$ cat config.mk
export PLATFORM = sky130hd
export DESIGN_NAME = vga_sync
export DESIGN_NICKNAME = d
export VERILOG_FILES = /design/src/rtl/vga_timing_pkg.sv /design/src/rtl/vga_pixel_tick.sv /design/src/rtl/vga_sync.sv
export SDC_FILE = /design/constraint.sdc
export NUM_CORES = 1
export LEC_CHECK = 0
export CAP_MARGIN = 10
export CORE_AREA = 3 3 59 61
export CTS_CLUSTER_SIZE = 14
export DETAILED_ROUTE_END_ITERATION = 7
export DIE_AREA = 0 0 62 64
export PLACE_DENSITY = 0.77
export RECOVER_POWER = 50
export SLEW_MARGIN = 25
export SYNTH_ARGS = -nofsm -noshare
export SYNTH_HDL_FRONTEND = slang
export SYNTH_SLANG_ARGS = --single-unit
$ cat constraint.sdc
create_clock -name clk -period 2.5 [get_ports clk]
set_input_delay 0.5 -clock clk [delete_from_list [all_inputs] [get_ports clk]]
set_output_delay 0.5 -clock clk [all_outputs]
set_load 0.05 [all_outputs]
$ cat src/rtl/vga_timing_pkg.sv
// vga_timing_pkg: default 640x480@60 timing constants and coordinate width shared by the vga_sync slice
package vga_timing_pkg;
   localparam int DEF_CLK_DIV   = 4;
   localparam int DEF_H_DISPLAY = 640;
   localparam int DEF_H_FRONT   = 16;
   localparam int DEF_H_SYNC    = 96;
   localparam int DEF_H_BACK    = 48;
   localparam int DEF_V_DISPLAY = 480;
   localparam int DEF_V_FRONT   = 10;
   localparam int DEF_V_SYNC    = 2;
   localparam int DEF_V_BACK    = 33;
   localparam int H_TOTAL  = DEF_H_DISPLAY + DEF_H_FRONT + DEF_H_SYNC + DEF_H_BACK;
   localparam int V_TOTAL  = DEF_V_DISPLAY + DEF_V_FRONT + DEF_V_SYNC + DEF_V_BACK;
   localparam int HS_START = DEF_H_DISPLAY + DEF_H_FRONT;
   localparam int HS_END   = HS_START + DEF_H_SYNC - 1;
   localparam int VS_START = DEF_V_DISPLAY + DEF_V_FRONT;
   localparam int VS_END   = VS_START + DEF_V_SYNC - 1;
   localparam int COORD_W  = 10;
endpackage

$ cat src/rtl/vga_pixel_tick.sv
// vga_pixel_tick: divides the system clock by CLK_DIV into a registered one-clk pixel tick
module vga_pixel_tick
   import vga_timing_pkg::*;
#(
   parameter int CLK_DIV = DEF_CLK_DIV
) (
   input  logic clk,
   input  logic reset,
   output logic o_p_tick,
   output logic o_p_tick_pre
);
   localparam int W = $clog2(CLK_DIV);
   logic [W-1:0] r_div;
   logic         r_tick;
   // tick is registered from this so it is high exactly while r_div == CLK_DIV-1
   assign o_p_tick_pre = (r_div == W'(CLK_DIV - 2));
   assign o_p_tick     = r_tick;
   // divider counter; >= also recovers from an out-of-range count
   always_ff @(posedge clk or posedge reset) begin
      if (reset) begin
         r_div  <= '0;
         r_tick <= 1'b0;
      end else begin
         r_div  <= (r_div >= W'(CLK_DIV - 1)) ? '0 : r_div + 1'b1;
         r_tick <= o_p_tick_pre;
      end
   end
endmodule

$ cat src/rtl/vga_sync.sv
// vga_sync: VGA timing generator (counters, sync decode, frame tick); VGA_SYNC_RGB_REG_EN adds a registered rgb path with matching sync delay
module vga_sync
   import vga_timing_pkg::*;
#(
   parameter int CLK_DIV   = DEF_CLK_DIV,
   parameter int H_DISPLAY = DEF_H_DISPLAY,
   parameter int H_FRONT   = DEF_H_FRONT,
   parameter int H_SYNC    = DEF_H_SYNC,
   parameter int H_BACK    = DEF_H_BACK,
   parameter int V_DISPLAY = DEF_V_DISPLAY,
   parameter int V_FRONT   = DEF_V_FRONT,
   parameter int V_SYNC    = DEF_V_SYNC,
   parameter int V_BACK    = DEF_V_BACK
) (
   input  logic               clk,
   input  logic               reset,
`ifdef VGA_SYNC_RGB_REG_EN
   input  logic [11:0]        rgb_in,
   output logic [11:0]        rgb,
`endif
   output logic               hsync,
   output logic               vsync,
   output logic               video_on,
   output logic               p_tick,
   output logic               frame_tick,
   output logic [COORD_W-1:0] pixel_x,
   output logic [COORD_W-1:0] pixel_y
);
   localparam int HT   = H_DISPLAY + H_FRONT + H_SYNC + H_BACK;
   localparam int VT   = V_DISPLAY + V_FRONT + V_SYNC + V_BACK;
   localparam int HS_B = H_DISPLAY + H_FRONT;
   localparam int HS_E = HS_B + H_SYNC - 1;
   localparam int VS_B = V_DISPLAY + V_FRONT;
   localparam int VS_E = VS_B + V_SYNC - 1;
   logic               w_tick, w_tick_pre, w_h_end, w_v_end, w_hs, w_vs;
   logic [COORD_W-1:0] r_h, r_v, w_h_d, w_v_d;
   logic               r_hs, r_vs, r_ft;
   vga_pixel_tick #(.CLK_DIV(CLK_DIV)) u_tick (
      .clk          (clk),
      .reset        (reset),
      .o_p_tick     (w_tick),
      .o_p_tick_pre (w_tick_pre)
   );
   // next-state counters and sync decode from them, so sync has zero lag to the coordinates
   always_comb begin
      w_h_end = r_h >= COORD_W'(HT - 1);
      w_v_end = r_v >= COORD_W'(VT - 1);
      w_h_d   = w_tick ? (w_h_end ? '0 : r_h + 1'b1) : r_h;
      w_v_d   = (w_tick && w_h_end) ? (w_v_end ? '0 : r_v + 1'b1) : r_v;
      w_hs    = !(w_h_d >= COORD_W'(HS_B) && w_h_d <= COORD_W'(HS_E));
      w_vs    = !(w_v_d >= COORD_W'(VS_B) && w_v_d <= COORD_W'(VS_E));
   end
   // counters only move on tick edges, so the pre-tick cycle already sees the wrapping position
   always_ff @(posedge clk or posedge reset) begin
      if (reset) begin
         r_h  <= '0;
         r_v  <= '0;
         r_hs <= 1'b1;
         r_vs <= 1'b1;
         r_ft <= 1'b0;
      end else begin
         r_h  <= w_h_d;
         r_v  <= w_v_d;
         r_hs <= w_hs;
         r_vs <= w_vs;
         r_ft <= w_tick_pre && w_h_end && w_v_end;
      end
   end
   assign video_on   = (r_h < COORD_W'(H_DISPLAY)) && (r_v < COORD_W'(V_DISPLAY));
   assign p_tick     = w_tick;
   assign frame_tick = r_ft;
   assign pixel_x    = r_h;
   assign pixel_y    = r_v;
`ifdef VGA_SYNC_RGB_REG_EN
   logic        r_hs_d, r_vs_d;
   logic [11:0] r_rgb;
   // rgb sample and one pixel-period sync delay so both leave aligned
   always_ff @(posedge clk or posedge reset) begin
      if (reset) begin
         r_hs_d <= 1'b1;
         r_vs_d <= 1'b1;
         r_rgb  <= '0;
      end else if (w_tick) begin
         r_hs_d <= r_hs;
         r_vs_d <= r_vs;
         r_rgb  <= video_on ? rgb_in : 12'h000;
      end
   end
   assign hsync = r_hs_d;
   assign vsync = r_vs_d;
   assign rgb   = r_rgb;
`else
   assign hsync = r_hs;
   assign vsync = r_vs;
`endif
endmodule

==> PnR_summary.wiki, run 1 <==
{| class="wikitable"
! Metric !! Value
|-
| Outcome || completed
|-
| Fraction of final layout cells sized beyond drive strength 1 || around a tenth
|-
| Critical Path Source || u_tick.o_p_tick$_DFF_PP0_
|-
| Worst-case hold path end point || u_tick.r_div[0]$_DFF_PP0_
|-
| CTS tree || done
|-
| Number of antenna-violating nets in the routed design || 0
|-
| Unrepaired setup endpoints after global routing || false
|-
| Total clock buffers created by CTS || 3
|-
| Resized cells post-CTS || 0
|-
| Buffers plus inverters on the worst setup path || 1
|-
| Reg2Reg Launch Point || pixel_x[0]$_DFF_PP0_
|-
| Dominant delay contributor by cell family on the critical path || buffers and inverters
|-
| Synth cell types || 50
|-
| Number of cells on the critical path || 1
|-
| Layout overhead on the synthesized area || 22.5%
|-
| DRC Markers || 0
|-
| Crit Path Max Fanout || 12
|-
| Net count of the mapped netlist || between 150 and 200
|-
| Antenna violations before repair || 0
|-
| Slew HR || 7.22%
|-
| List of cells traversed by the critical path || clkdlybuf4s50_1
|-
| Final count of hold timing violations || 0
|-
| Number of input and output port buffers inserted || 26
|-
| Leakage dissipation || ~0.74 nW
|-
| Clock tree skew after final layout || 0.00391 ns
|-
| Syn. warnings || 0
|-
| Final-stage net count || 208
|-
| Clock slew seen by the registers of the worst setup and hold paths || 0.14 ns
|-
| Fill cell count || between 200 and 300
|-
| FF-to-FF End || hsync$_DFF_PP1_
|-
| Sequential share of the synthesized area || 41.9%
|-
| Root buffer selected by CTS || sky130_fd_sc_hd__clkbuf_4
|-
| Shortest period the worst path allows || 2.30 ns
|-
| Deepest clock path buffer count || 2
|-
| #FFs+latches synth || 26
|-
| Worst-Margin Slew || ~1.4 ns
|-
| Cells on worst reg2reg path || 7
|-
| First-pass GRT wire length || between 6000 and 7000 um
|-
| Row count || 20
|-
| Critical Setup Path Class || reg2out
|-
| X dimension of the die || between 60 and 70 um
|-
| Dominant synthesized flop cell || sky130_fd_sc_hd__dfrtp_1
|-
| Non-filler instance count after layout || ~240
|-
| Cts hold-fix bufs || 0
|-
| Critical Path RT || 2.00 ns
|-
| Number of global-route vias before repair || between 1k and 1.5k
|-
| Share of the cycle needed by the critical path after routing || between 90% and 100%
|-
| Sum of negative setup slack || 0 ns
|-
| Max-capacitance violation count || 0
|-
| Length of the first detailed-routing pass in iterations || 4
|-
| HP Start || u_tick.r_div[0]$_DFF_PP0_
|-
| Global routing usage summed across all routing layers || 20.4%
|-
| Type of the worst min-delay path || reg2reg
|-
| Setup slack on the worst flop-to-flop path || ~0.35 ns
|-
| Post-synth EDFFs || 0
|-
| Latest clock arrival within the worst-skew pair || approximately 0.34 ns
|-
| Instance count of the mapped netlist || between 150 and 200
|-
| Via density per instance || roughly 5.9
|-
| DIE HEIGHT || around 64 um
|-
| Average wire per cell in the routed design || 14.8 um
|-
| Mean Syn Cell Area || ~9.2 um^2
|-
| Power density relative to cell area || about 340 mW/mm^2
|-
| Worst hold path stage count || 1
|-
| Max Clk Rate || 0.435 GHz
|-
| DR vias || between 1k and 1.5k
|-
| Clock Sinks || 26
|-
| DRT iter0 DRCs || 110
|-
| Max stage delay on crit path || approximately 0.88 ns
|-
| Number of failing setup endpoints in the final timing report || 0
|-
| Worst setup EP type || output pin
|-
| Die area || roughly 0.0040 mm^2
|-
| Post-CTS Setup Inserts || 0
|-
| Placeable core region || roughly 0.0030 mm^2
|-
| Final antenna diode count || 0
|-
| Post-synthesis instance area || ~0.0016 mm^2
|-
| Count of H-tree levels built during CTS || 1
|-
| Post-layout total power || around 0.65 mW
|-
| Initial Util || between 50% and 60%
|-
| Weighted congestion reported at the end of routability-driven placement || roughly 0.91
|-
| Pin count of the biggest net entering global routing || 27
|-
| Slowest-stage cell, CP || sky130_fd_sc_hd__clkdlybuf4s50_1
|-
| IR Drop Worst-Case VDD || 259 uV
|-
| Overall routed net length || around 3600 um
|-
| Final-report max-slew violation count || 0
|-
| HPWL Detailed || ~2700 um
|-
| Cell count after placement || 240
|-
| Fraction of registers with async set or reset after synthesis || 100%
|-
| Total congestion overflow || 0
|-
| Arrival @ worst endpoint || 1.80 ns
|-
| I/O pin count || 27
|-
| Startpoint type of the worst setup path || flop
|}
-- where the power goes --
part / internal [mW] / switching [mW]
sequential: 0.421 / 0
clock: 0.0895 / 0.133
combinational: 0.00144 / 0.00820
total: 0.512 / 0.141
-- placed cells by master, fill, tap and decap left out, types with 2 or more instances in the layout --
cell | synthesis | final
sky130_fd_sc_hd__a21oi_1 | 7 | 7
sky130_fd_sc_hd__and3_1 | 3 | 3
sky130_fd_sc_hd__and4_1 | 2 | 2
sky130_fd_sc_hd__clkbuf_1 | 4 | 4
sky130_fd_sc_hd__clkbuf_4 | 0 | 3
sky130_fd_sc_hd__clkdlybuf4s50_1 | 0 | 24
sky130_fd_sc_hd__dfrtp_1 | 24 | 24
sky130_fd_sc_hd__dfstp_2 | 2 | 2
sky130_fd_sc_hd__ha_1 | 5 | 5
sky130_fd_sc_hd__inv_1 | 9 | 9
sky130_fd_sc_hd__mux2i_1 | 2 | 2
sky130_fd_sc_hd__nand2_1 | 19 | 19
sky130_fd_sc_hd__nand2b_1 | 2 | 2
sky130_fd_sc_hd__nand3_1 | 12 | 12
sky130_fd_sc_hd__nand3b_1 | 2 | 2
sky130_fd_sc_hd__nand4_1 | 8 | 8
sky130_fd_sc_hd__nor2_1 | 11 | 11
sky130_fd_sc_hd__nor3_1 | 5 | 5
sky130_fd_sc_hd__o211ai_1 | 2 | 2
sky130_fd_sc_hd__o21a_1 | 2 | 2
sky130_fd_sc_hd__o21ai_0 | 6 | 6
sky130_fd_sc_hd__o21ai_1 | 6 | 6
sky130_fd_sc_hd__o22ai_1 | 4 | 4
sky130_fd_sc_hd__o31a_1 | 2 | 2
sky130_fd_sc_hd__xnor2_1 | 3 | 3
sky130_fd_sc_hd__xor2_1 | 2 | 2
-- cell usage after synthesis, types with 4 or more instances --
| library cell | count | area (um^2) |
|---|---|---|
| sky130_fd_sc_hd__o21ai_0 | 6 | 30.0 |
| sky130_fd_sc_hd__inv_1 | 9 | 33.8 |
| sky130_fd_sc_hd__dfrtp_1 | 24 | 601 |
| sky130_fd_sc_hd__clkbuf_1 | 4 | 15.0 |
| sky130_fd_sc_hd__nand4_1 | 8 | 50.1 |
| sky130_fd_sc_hd__o21ai_1 | 6 | 30.0 |
| sky130_fd_sc_hd__ha_1 | 5 | 62.6 |
| sky130_fd_sc_hd__nor3_1 | 5 | 25.0 |
| sky130_fd_sc_hd__nor2_1 | 11 | 41.3 |
| sky130_fd_sc_hd__nand2_1 | 19 | 71.3 |
| sky130_fd_sc_hd__nand3_1 | 12 | 60.1 |
| sky130_fd_sc_hd__a21oi_1 | 7 | 35.0 |
| sky130_fd_sc_hd__o22ai_1 | 4 | 25.0 |
-- how the worst max path moves through the flow --
stage | endpoint | slack (ns)
floorplan | vsync$_DFF_PP1_ | 0.31
CTS | video_on | 0.03
finish | p_tick | 0.20
global placement | video_on | 0.43
global route | p_tick | 0.11
detailed placement | video_on | 0.41
-- area by class of cell --
cell class | count | area [um^2] | share of cell area (%)
multi-input cells | 130 | 846 | 44.3
flip-flops and latches | 26 | 653 | 34.2
repair buffers | 31 | 285 | 14.9
well taps | 44 | 55.1 | 2.88
clock buffers | 4 | 36.3 | 1.90
inverters | 9 | 33.8 | 1.77
-- routing by layer --
layer	wire [um]	GRT usage [%]	vias to the layer above	share of wire (%)
met5	0	0	-	0
met4	85	8.22	0	2.4
li1	-	-	687	-
met3	206	3.23	9	5.7
met2	1620	28.2	51	45
met1	1710	30.9	693	47
-- through the flow --
stage          hold slack (ns)  setup WS [ns]  cell area (um^2)  util [%]
3_5_place_dp             0.450          0.413              1890      62.3
3_3_place_gp             0.435          0.434              1890      62.3
4_1_cts                  0.473         0.0252              1920      63.5
5_1_grt                  0.495          0.114              1910      63.1
2_1_floorplan            0.422          0.311              1560         -
6_report                 0.465          0.203              1910      63.1
-- state kept, by name, summed over array words and instances, names as in the netlist --
signal / cells
pixel_x: 10
u_tick.r_div: 2
frame_tick: 1
hsync: 1
pixel_y: 10
u_tick.o_p_tick: 1
vsync: 1
-- logic make-up after synthesis --
group,synth area share [%]
AOI/OAI and AO/OA,19.3
adders and majority gates,4.01
xor gates and xnor gates,2.81
buffers and inverters,3.85
and+or+nand+nor,26.1
DFF,41.9
muxes,2.01
No activity file was read; power rests on OpenSTA's default activity.
==> run 2: changes to the inputs <==
--- a/config.mk
+++ b/config.mk
@@ -10,6 +10,7 @@
 export CTS_CLUSTER_SIZE = 14
 export DETAILED_ROUTE_END_ITERATION = 7
 export DIE_AREA = 0 0 62 64
+export GPL_ROUTABILITY_DRIVEN = 0
 export PLACE_DENSITY = 0.77
 export RECOVER_POWER = 50
 export SLEW_MARGIN = 25
==> results of run 2 <==
Final layout, timing and power as in run 1 (identical DEF).
